[src/rtl/decode_seq_pkg.sv]
// rtl/decode_seq_pkg.sv - shared types, flag bit positions and the base decode table
package decode_seq_pkg;

  typedef enum logic [3:0] {
    OP_ADD = 4'h0, OP_SUB, OP_XOR, OP_NOR, OP_AND, OP_ROT, OP_ROI, OP_JLR,
    OP_JLI, OP_BXX, OP_RSV_A, OP_RSV_B, OP_ADI, OP_STB, OP_LDB, OP_LDI
  } base_op_e;

  localparam int ALU_CI  = 7;
  localparam int ALU_NB  = 6;
  localparam int ALU_IC  = 5;
  localparam int ALU_NA  = 4;
  localparam int ALU_XO  = 3;
  localparam int ALU_NO  = 2;
  localparam int ALU_ROT = 1;

  localparam int CTL_WPC = 7;
  localparam int CTL_SPC = 6;
  localparam int CTL_MW  = 5;
  localparam int CTL_MR  = 4;
  localparam int CTL_LD  = 3;
  localparam int CTL_B2  = 2;
  localparam int CTL_B1  = 1;
  localparam int CTL_B0  = 0;

  typedef struct packed {
    logic       valid;
    logic       last;
    logic [7:0] alu;
    logic [7:0] ctrl;
  } base_word_t;

  function automatic logic [7:0] fb(input int idx);
    return 8'(1) << idx;
  endfunction

  // Only step 0 of the sixteen base opcodes is populated; everything else is an empty slot.
  function automatic base_word_t default_word(input int unsigned op, input int unsigned st);
    base_word_t w;
    w.valid = 1'b0;
    w.last  = 1'b1;
    w.alu   = '0;
    w.ctrl  = '0;
    if (st == 0 && op < 16) begin
      w.valid = 1'b1;
      case (base_op_e'(op[3:0]))
        OP_ADD: ;
        OP_SUB: w.alu = fb(ALU_CI) | fb(ALU_NB);
        OP_XOR: w.alu = fb(ALU_IC);
        OP_NOR: w.alu = fb(ALU_IC) | fb(ALU_XO) | fb(ALU_NO);
        OP_AND: w.alu = fb(ALU_NB) | fb(ALU_IC) | fb(ALU_NA) | fb(ALU_XO) | fb(ALU_NO);
        OP_ROT: w.alu = fb(ALU_ROT);
        OP_ROI: begin
          w.alu  = fb(ALU_ROT);
          w.ctrl = fb(CTL_SPC);
        end
        OP_JLR: w.ctrl = fb(CTL_MR) | fb(CTL_LD);
        OP_JLI: w.ctrl = fb(CTL_MW) | fb(CTL_LD);
        OP_BXX: w.ctrl = fb(CTL_WPC) | fb(CTL_MW);
        OP_ADI: w.ctrl = fb(CTL_SPC);
        OP_STB: w.ctrl = fb(CTL_SPC) | fb(CTL_B2);
        OP_LDB: w.ctrl = fb(CTL_SPC) | fb(CTL_B1);
        OP_LDI: w.ctrl = fb(CTL_B0);
        default: w.valid = 1'b0;
      endcase
    end
    return w;
  endfunction

endpackage

[src/rtl/decode_seq_if.sv]
// rtl/decode_seq_if.sv - opcode in / microword out handshake bundle
interface decode_seq_if #(
  parameter int OP_W   = 4,
  parameter int STEPS  = 4,
  parameter int FLAG_W = 8
);
  localparam int SW = $clog2(STEPS);

  logic              in_valid;
  logic              in_ready;
  logic [OP_W-1:0]   in_opcode;
  logic              out_valid;
  logic              out_ready;
  logic [FLAG_W-1:0] alu_flags;
  logic [FLAG_W-1:0] ctrl_flags;
  logic [SW-1:0]     step;
  logic              last;
  logic              illegal;

  modport master (
    output in_valid, in_opcode, out_ready,
    input  in_ready, out_valid, alu_flags, ctrl_flags, step, last, illegal
  );

  modport slave (
    input  in_valid, in_opcode, out_ready,
    output in_ready, out_valid, alu_flags, ctrl_flags, step, last, illegal
  );
endinterface

[src/rtl/decode_seq_store.sv]
// rtl/decode_seq_store.sv - microprogram table; writable flops with DECODE_SEQ_WRITE_EN, else constant ROM
module decode_seq_store
  import decode_seq_pkg::*;
#(
  parameter  int OP_W   = 4,
  parameter  int STEPS  = 4,
  parameter  int FLAG_W = 8,
  localparam int SW     = $clog2(STEPS),
  localparam int AW     = OP_W + SW,
  localparam int DW     = 2 * FLAG_W + 2
) (
`ifdef DECODE_SEQ_WRITE_EN
  input  logic          clk,
  input  logic          rst_n,
  input  logic          wr_en,
  input  logic [AW-1:0] wr_addr,
  input  logic [DW-1:0] wr_data,
`endif
  input  logic [AW-1:0] rd_addr,
  output logic [DW-1:0] rd_data
);

  function automatic logic [DW-1:0] default_entry(input int unsigned a);
    base_word_t w;
    w = default_word(a >> SW, a & (STEPS - 1));
    return {w.valid, w.last, FLAG_W'(w.alu), FLAG_W'(w.ctrl)};
  endfunction

`ifdef DECODE_SEQ_WRITE_EN
  logic [DW-1:0] mem [2**AW];

  // Reads are combinational from the flops, so a same-cycle write is seen only after the edge.
  always_ff @(posedge clk) begin
    if (!rst_n) begin
      for (int i = 0; i < 2**AW; i++) begin
        mem[i] <= default_entry(32'(i));
      end
    end else if (wr_en) begin
      mem[wr_addr] <= wr_data;
    end
  end

  assign rd_data = mem[rd_addr];
`else
  assign rd_data = default_entry(32'(rd_addr));
`endif

endmodule

[src/rtl/decode_seq.sv]
// rtl/decode_seq.sv - micro-sequenced opcode decoder; DECODE_SEQ_WRITE_EN adds the store write port
module decode_seq
  import decode_seq_pkg::*;
#(
  parameter  int OP_W   = 4,
  parameter  int STEPS  = 4,
  parameter  int FLAG_W = 8,
  localparam int SW     = $clog2(STEPS),
  localparam int AW     = OP_W + SW,
  localparam int DW     = 2 * FLAG_W + 2
) (
  input logic clk,
  input logic rst_n,
  decode_seq_if.slave bus
`ifdef DECODE_SEQ_WRITE_EN
  ,
  input logic          wr_en,
  input logic [AW-1:0] wr_addr,
  input logic [DW-1:0] wr_data
`endif
);

  typedef enum logic {S_IDLE, S_RUN} state_e;

  state_e            state;
  logic [OP_W-1:0]   op_q;
  logic [SW-1:0]     step_q;
  logic              out_valid_q;
  logic              last_q;
  logic              illegal_q;
  logic [FLAG_W-1:0] alu_q;
  logic [FLAG_W-1:0] ctrl_q;

  logic              accept;
  logic              advance;
  logic [OP_W-1:0]   ld_op;
  logic [SW-1:0]     ld_step;
  logic [AW-1:0]     rd_addr;
  logic [DW-1:0]     rd_data;
  logic              e_valid;
  logic              e_last;
  logic [FLAG_W-1:0] e_alu;
  logic [FLAG_W-1:0] e_ctrl;
  logic              e_end;

  // A finishing microword frees the decoder in the same cycle, giving one-per-cycle issue.
  assign bus.in_ready = rst_n & ((state == S_IDLE) | (out_valid_q & bus.out_ready & last_q));
  assign accept       = bus.in_valid & bus.in_ready;
  assign advance      = (state == S_RUN) & bus.out_ready & ~last_q;

  assign ld_op   = accept ? bus.in_opcode : op_q;
  assign ld_step = accept ? '0 : step_q + SW'(1);
  assign rd_addr = {ld_op, ld_step};

  decode_seq_store #(
    .OP_W  (OP_W),
    .STEPS (STEPS),
    .FLAG_W(FLAG_W)
  ) u_store (
`ifdef DECODE_SEQ_WRITE_EN
    .clk    (clk),
    .rst_n  (rst_n),
    .wr_en  (wr_en),
    .wr_addr(wr_addr),
    .wr_data(wr_data),
`endif
    .rd_addr(rd_addr),
    .rd_data(rd_data)
  );

  assign e_valid = rd_data[DW-1];
  assign e_last  = rd_data[DW-2];
  assign e_alu   = rd_data[2*FLAG_W-1:FLAG_W];
  assign e_ctrl  = rd_data[FLAG_W-1:0];
  assign e_end   = e_last | ~e_valid | (ld_step == SW'(STEPS - 1));

  always_ff @(posedge clk) begin
    if (!rst_n) begin
      state       <= S_IDLE;
      op_q        <= '0;
      step_q      <= '0;
      out_valid_q <= 1'b0;
      last_q      <= 1'b0;
      illegal_q   <= 1'b0;
      alu_q       <= '0;
      ctrl_q      <= '0;
    end else begin
      case (state)
        S_IDLE, S_RUN: begin
          if (accept || advance) begin
            state       <= S_RUN;
            op_q        <= ld_op;
            step_q      <= ld_step;
            out_valid_q <= 1'b1;
            last_q      <= e_end;
            illegal_q   <= ~e_valid;
            alu_q       <= e_valid ? e_alu : '0;
            ctrl_q      <= e_valid ? e_ctrl : '0;
          end else if (state == S_RUN && bus.out_ready) begin
            state       <= S_IDLE;
            out_valid_q <= 1'b0;
          end
        end
        default: state <= S_IDLE;
      endcase
    end
  end

  assign bus.out_valid  = out_valid_q;
  assign bus.alu_flags  = alu_q;
  assign bus.ctrl_flags = ctrl_q;
  assign bus.step       = step_q;
  assign bus.last       = last_q;
  assign bus.illegal    = illegal_q;

endmodule

[src/flat_wrapper.sv]
// flat-port wrapper written by rule: the top's interface ports become plain ports
module decode_seq_flat import decode_seq_pkg::*;
#(
  parameter  int OP_W   = 4,
  parameter  int STEPS  = 4,
  parameter  int FLAG_W = 8,
  localparam int SW     = $clog2(STEPS),
  localparam int AW     = OP_W + SW,
  localparam int DW     = 2 * FLAG_W + 2
)
  (clk, rst_n, bus_in_valid, bus_in_opcode, bus_out_ready, bus_in_ready, bus_out_valid, bus_alu_flags, bus_ctrl_flags, bus_step, bus_last, bus_illegal);
  decode_seq_if #(.OP_W(OP_W), .STEPS(STEPS), .FLAG_W(FLAG_W)) bus_i ();
  input logic clk;
  input logic rst_n;
  input wire logic [$bits(bus_i.in_valid)-1:0] bus_in_valid;
  input wire logic [$bits(bus_i.in_opcode)-1:0] bus_in_opcode;
  input wire logic [$bits(bus_i.out_ready)-1:0] bus_out_ready;
  output wire logic [$bits(bus_i.in_ready)-1:0] bus_in_ready;
  output wire logic [$bits(bus_i.out_valid)-1:0] bus_out_valid;
  output wire logic [$bits(bus_i.alu_flags)-1:0] bus_alu_flags;
  output wire logic [$bits(bus_i.ctrl_flags)-1:0] bus_ctrl_flags;
  output wire logic [$bits(bus_i.step)-1:0] bus_step;
  output wire logic [$bits(bus_i.last)-1:0] bus_last;
  output wire logic [$bits(bus_i.illegal)-1:0] bus_illegal;
  assign bus_i.in_valid = bus_in_valid;
  assign bus_i.in_opcode = bus_in_opcode;
  assign bus_i.out_ready = bus_out_ready;
  assign bus_in_ready = bus_i.in_ready;
  assign bus_out_valid = bus_i.out_valid;
  assign bus_alu_flags = bus_i.alu_flags;
  assign bus_ctrl_flags = bus_i.ctrl_flags;
  assign bus_step = bus_i.step;
  assign bus_last = bus_i.last;
  assign bus_illegal = bus_i.illegal;
  decode_seq #(.OP_W(OP_W), .STEPS(STEPS), .FLAG_W(FLAG_W)) u_core (.clk(clk), .rst_n(rst_n), .bus(bus_i));
endmodule
[config.mk]
export PLATFORM = sky130hd
export DESIGN_NAME = decode_seq_flat
export DESIGN_NICKNAME = d
export VERILOG_FILES = /design/src/rtl/decode_seq_pkg.sv /design/src/rtl/decode_seq_if.sv /design/src/rtl/decode_seq_store.sv /design/src/rtl/decode_seq.sv /design/src/flat_wrapper.sv
export SDC_FILE = /design/constraint.sdc
export NUM_CORES = 1
export LEC_CHECK = 0
export CORE_ASPECT_RATIO = 1.75
export CORE_MARGIN = 1.5
export CORE_UTILIZATION = 49
export DETAILED_ROUTE_END_ITERATION = 6
export HOLD_SLACK_MARGIN = 0.06
export PLACE_DENSITY_LB_ADDON = 0.15
export SETUP_SLACK_MARGIN = 0.3
export SYNTH_ARGS = -nofsm -noshare
export SYNTH_HDL_FRONTEND = slang
export SYNTH_HIERARCHICAL = 1
export SYNTH_SLANG_ARGS = --single-unit
[constraint.sdc]
create_clock -name clk -period 3.24 [get_ports clk]
set_input_delay 0.81 -clock clk [delete_from_list [all_inputs] [get_ports clk]]
set_output_delay 0.81 -clock clk [all_outputs]
set_load 0.01 [all_outputs]
Yosys cells after proc, flatten, opt, wreduce, memory -nomap -nowiden. Cells that the tools add are included.

Output and inout port bits: 22. Word-level logic and storage cells: 51. Register bits: 25. Input bits: 8.

Magnitude comparators: 1. Bitwise operators: 9. Muxes and demuxes: 11. $add $sub $neg: 1. Reductions and logical operators: 9. Eq/ne operators: 13.

Operators by type and width (count): $pmux 8 s7 (1); $pmux 8 s5 (1); $logic_not 32->1 (1); $eq 4x4->1 const B (6); $eq 4x3->1 const B (4); $mux 16 (1); $mux 8 (2); $reduce_or 14->1 (1); $eq 4x2->1 const B (2); $and 1x1->1 (5); $lt 4x5->1 const B (1); $eq 4x1->1 const B (1); $logic_not 4->1 (1); $mux 1 (4); $mux 4 (1); $reduce_or 2->1 (2); $not 1->1 (3); $add 2x1->2 const B (1); $logic_and 1x1->1 (2); $mux 2 (1); $reduce_bool 2->1 (1); $logic_or 1x1->1 (1); $or 1x1->1 (1).

Longest topological paths before layout.
Depth in word-level cells: 11. Depth in mapped cells: 10. Gate-level depth less buffers: 7.

Modules after synthesis. The synthesis kept the hierarchy.

Modules (own cells, without submodules): decode_seq (sequential area each 500.5 um^2, area an instance 1049.8 um^2, times used 1, cells each 116); decode_seq_store (sequential area each 0.0 um^2, area an instance 249.0 um^2, times used 1, cells each 38).

Worst setup path after synthesis. No wires, ideal clock.

Kind: in2reg. Start: input port bus_in_valid. End: register u_core.alu_q[1] (netlist: u_core/bus.alu_flags[1]). Stages: 9. Arrival: 2667 ps. Slack: 497 ps. Required time: 3164 ps. Setup time: 76 ps. Path buffers: 3. Cells stage by stage: nand2_1 nor2_2 mux2_2 buf_2 a311oi_1 clkbuf_1 clkbuf_1 nand3_1 a21boi_0.

Word-level cells in the longest chain between the ends: 7. Elaborated cells on any way between the ends: 28. Classes of those cells: 1 x order compare; 13 x eq/ne; 7 x mux; 1 x bitwise; 6 x reduce/logical.

RTL lines: start: declaration (RTL line flat_wrapper.sv:15) `input wire logic [$bits(bus_i.in_valid)-1:0] bus_in_valid;`; $and 1x1->1 * (RTL line decode_seq.sv:48) `assign accept = bus.in_valid & bus.in_ready;`; $mux 4 * (RTL line decode_seq.sv:51) `assign ld_op = accept ? bus.in_opcode : op_q;`; named net u_core.ld_op[1] (RTL line decode_seq.sv:36) `logic [OP_W-1:0] ld_op;`; $eq 4x3->1, or another cell as far along (RTL line decode_seq_pkg.sv:46) `case (base_op_e'(op[3:0]))`; $reduce_or 14->1 (no line); $mux 1 (RTL line decode_seq_pkg.sv:46); $mux 1 * (RTL line decode_seq_pkg.sv:44) `if (st == 0 && op < 16) begin`; named net u_core.rd_data[17] (RTL line decode_seq.sv:39) `logic [DW-1:0] rd_data;`; $mux 8 * (RTL line decode_seq.sv:97) `alu_q <= e_valid ? e_alu : '0;`; end signal: assignment (RTL line decode_seq.sv:97); end: declaration (RTL line decode_seq.sv:31) `logic [FLAG_W-1:0] alu_q;`.

The timed path passes the listed nets; every way through them passes the cells marked *. A chain may end at the register's enable or synchronous reset.

Worst setup path after layout.
Start: input port bus_in_valid. End: register u_core.ctrl_q[1] (netlist: u_core/bus.ctrl_flags[1]).

Word-level cells in the longest chain between the ends: 7. Elaborated cells on any way between the ends: 28. Classes of those cells: 1 x order compare; 13 x eq/ne; 7 x mux; 1 x bitwise; 6 x reduce/logical.

RTL lines: $and 1x1->1 * (RTL line decode_seq.sv:48); $mux 4 * (RTL line decode_seq.sv:51); named net u_core.ld_op[3] (RTL line decode_seq.sv:36); $eq 4x3->1, or another cell as far along (RTL line decode_seq_pkg.sv:46); $reduce_or 14->1 (no line); $mux 1 (RTL line decode_seq_pkg.sv:46); $mux 1 * (RTL line decode_seq_pkg.sv:44); named net u_core.rd_data[17] (RTL line decode_seq.sv:39); $mux 8 * (RTL line decode_seq.sv:98) `ctrl_q <= e_valid ? e_ctrl : '0;`; end signal: assignment (RTL line decode_seq.sv:98); end: declaration (RTL line decode_seq.sv:32) `logic [FLAG_W-1:0] ctrl_q;`.

Marks and branches as above.

==> impl_metrics.csv <==
group,metric,value,unit
min_path,hold_end,"u_core/bus.ctrl_flags[4]",
synth,ys_seq_area_frac,0.385,
floorplanning,io-pin-count,30,
synth,syn-cell-area,0.00130,mm^2
placed_design,dp_slack,-0.000185,ns
synth,synth_compound_area_frac,0.186,
critical_path,r2r_slack,0.91,ns
critical_path,startpoint,"bus_in_valid",
sta,hold_violations,0,
synth,synth-adder-area-share,0,
synth,synthDistinctLibCells,40,
synth,synth_top_family_by_area,"simple AND/OR/NAND/NOR gates",
synth,syn_inst,154,
floorplanning,die_h,71.1,um
global_route,grt_pass1_wl,5.36,mm
floorplanning,core_area,0.00249,mm^2
placed_design,finalWeightedCongestion,0.978,
placed_design,dp_hpwl,2.25,mm
route,drt.antenna.violating_nets,0,
route,routed_via_density,5.72,
finish,drive_above_1_share,0.189,
synth,yosysWarnings,6,
synth,synth_nets,162,
critical_path,regToRegStartpoint,"u_core/bus.out_valid",
floorplanning,dieArea,0.00298,mm^2
finish,final_cell_mix,"clkdlybuf4s50_1 (25), dfxtp_1 (25), nand2_1 (18), nand3_1 (16), a21boi_0 (13)",
critical_path,critical_path.cell_chain,"dlymetal6s2s_1, nand2_2, nor2_4, mux2_2, buf_4, a311oi_4, buf_4, clkbuf_2, nand3_1, a21boi_0",
sta,skew,0.0118,ns
finish,num_antenna_cells,0,
finish,final_area,0.00177,mm^2
synth,yosys.area_share.simple,0.298,
power,ir_drop,379,uV
synth,synth_top_flop_cell,"dfxtp_1",
power,seqPwrFrac,0.505,
sta,tightest_slew,0.700,ns
critical_path,r2r_end,"u_core/bus.ctrl_flags[1]",
floorplanning,num_rows,24,
power,p_switching,0.000171,W
critical_path,crit_top_cell,"buf_4",
synth,muxShareOfSynthArea,0.0347,
clock_tree,clock_path_buffers,2,
route,post_drt_wl_per_cell,15.4,um
clock_tree,clk_pin_slew_worst_paths,0.08,ns
placed_design,dpl.cell_count,206,
finish,areaGrowthSynthToFinish,36.4,%
finish,fillers,200,
route,vias,1236,
clock_tree,cts_root_buffer,"clkbuf_8",
floorplanning,die_w,41.9,um
sta,timing.final.ws_setup,0.652,ns
global_route,grt_max_degree,19,
route,drc,0,
min_path,holdCritPathClass,"reg2reg",
flow_run,maxCapViolations,0,
power,swShare,0.270,
sta,maxSlewViolCount,0,
synth,async_reset_ff_frac,0,
sta,fin_crit_sh,0.799,
floorplanning,start_util,0.521,
synth,avgSynthCellArea,8.43,um^2
placed_design,place_area,0.00162,mm^2
critical_path,cp.required,3.42,ns
synth,yosys.area_share.xor_xnor,0.0270,
clock_tree,clock-sinks,25,
power,powerDensity,358,mW/mm^2
clock_tree,hold_buffers,0,
run_status,outcome,"finished, final reports clean",
critical_path,arrival,2.77,ns
critical_path,cpMaxStageDelayCell,"mux2_2",
route,postRouteWirelength,3.33,mm
route,drt_iter0_drc,38,
critical_path,reg2reg_depth,10,
sta,finalCriticalPeriod,2.59,ns
clock_tree,numCtsBuffers,3,
power,p_leak,0.642,nW
route,first_pass_iters,4,
sta,max_freq,0.386,GHz
sta,rsz0062_at_grt,"no",
placed_design,io_buffers,29,
critical_path,path_max_fanout,7,
power,clkPwrFrac,0.280,
sta,slew_headroom,0.532,
clock_tree,cts_tree,"done",
finish,nets,199,
sta,setup_viol,0,
global_route,antenna_found_initial,0,
critical_path,path_class,"in2reg",
critical_path,startpoint_type,"primary input",
power,internal_power,0.000463,W
finish,fin_cells,216,
global_route,grt_pass1_vias,1190,
clock_tree,worstSkewPairLatency,0.26,ns
synth,synth_edf_count,0,
power,combPwrFrac,0.215,
critical_path,critPathMaxStageDelay,0.41,ns
synth,synth-seq-cells,25,
sta,holdWs,0.459,ns
min_path,hold_start,"u_core/bus.ctrl_flags[4]",
global_route,grt_overflow,0,
power,power.total,0.000635,W
clock_tree,htree_levels,1,
min_path,min_path_cells,2,
critical_path,critical_path.endpoint_type,"flop",
global_route,grt_usage,0.225,
[worst max-delay path: cells and delay by family]
kind / cells / cell delay [ns]
buf+inv: 4 / 0.69
compound gates: 2 / 0.49
mux: 1 / 0.41
simple gates: 3 / 0.38
[power groups by stage]
stage               Sequential, W  Combinational [W]  Clock [W]
floorplan                0.000329          0.0000750          0
global placement         0.000327           0.000115          0
detailed placement       0.000328           0.000118          0
CTS                      0.000321           0.000120   0.000186
global route             0.000322           0.000148   0.000195
finish                   0.000321           0.000136   0.000177
[cell usage after synthesis (2+ instances only)]
| master | instances | area [um^2] |
|---|---|---|
| a21boi_0 | 15 | 113 |
| a21oi_1 | 3 | 15.0 |
| and2_1 | 4 | 25.0 |
| buf_2 | 3 | 15.0 |
| buf_4 | 4 | 30.0 |
| clkbuf_1 | 4 | 15.0 |
| conb_1 | 2 | 7.51 |
| dfxtp_1 | 25 | 500 |
| inv_1 | 3 | 11.3 |
| mux2_2 | 4 | 45.0 |
| nand2_1 | 19 | 71.3 |
| nand2b_1 | 6 | 37.5 |
| nand3_1 | 16 | 80.1 |
| nand3b_1 | 2 | 15.0 |
| nand4b_1 | 2 | 17.5 |
| nor2_1 | 10 | 37.5 |
| nor3_1 | 3 | 15.0 |
| nor4_1 | 2 | 12.5 |
| o21ai_0 | 3 | 15.0 |
| or4b_1 | 2 | 20.0 |
| xnor2_1 | 2 | 17.5 |
| xor2_1 | 2 | 17.5 |
[sequential cells by signal, summed over array words and instances (netlist names)]
signal,count
u_core/bus.step,2
u_core/op_q,4
u_core/bus.last,1
u_core/bus.alu_flags,8
u_core/bus.ctrl_flags,8
u_core/bus.out_valid,1
u_core/bus.illegal,1
[worst max-delay path by stage]
stage	to	slack, ns	cells after the start
2_1_floorplan	u_core/bus.alu_flags[1]	0.50	9
3_3_place_gp	u_core/bus.alu_flags[3]	0.06	8
3_5_place_dp	u_core/bus.alu_flags[2]	-0.0002	8
4_1_cts	u_core/bus.ctrl_flags[6]	0.32	9
5_1_grt	u_core/bus.ctrl_flags[1]	0.52	10
6_report	u_core/bus.ctrl_flags[1]	0.65	10
[cell families (layout without fill, tap and decap cells)]
family / after synthesis / in the layout
and+or+nand+nor: 73 / 73
buffers and inverters: 15 / 51
other: 2 / 2
DFF: 25 / 25
AOI/OAI and AO/OA: 31 / 31
muxes: 4 / 4
xor gates and xnor gates: 4 / 4
[cell type report]
cell class	count	area (um^2)	area share
tap	26	32.5	0.0184
clock buffer	4	45.0	0.0254
multi-input combinational	114	774	0.437
sequential	25	500	0.282
timing repair buffer	44	408	0.230
inverter	3	11.3	0.00636
[metrics by stage]
| stage | TNS [ns] | util |
|---|---|---|
| after floorplan | 0 | - |
| after global placement | 0 | 0.652 |
| after detailed placement | -0.000185 | 0.652 |
| after CTS | 0 | 0.676 |
| after global routing | 0 | 0.711 |
| final | 0 | 0.711 |
[metal layers]
metal / vias to the layer above / track usage / wire length [um]
met5: - / 0 / 0
met4: 0 / 0.100 / 146
met3: 16 / 0.0332 / 139
met2: 40 / 0.417 / 1830
met1: 577 / 0.244 / 1210
li1: 603 / - / -
[timing repair]
item | in CTS | in global routing
resized for setup | 4 | 14
endpoints found under the setup margin | 5 | 15
pin swaps | 0 | 1
hold endpoints to repair | 0 | 0
setup buffers | 0 | 5
cloned | 1 | 0
Note: power is estimated with default switching activity, not from simulation.
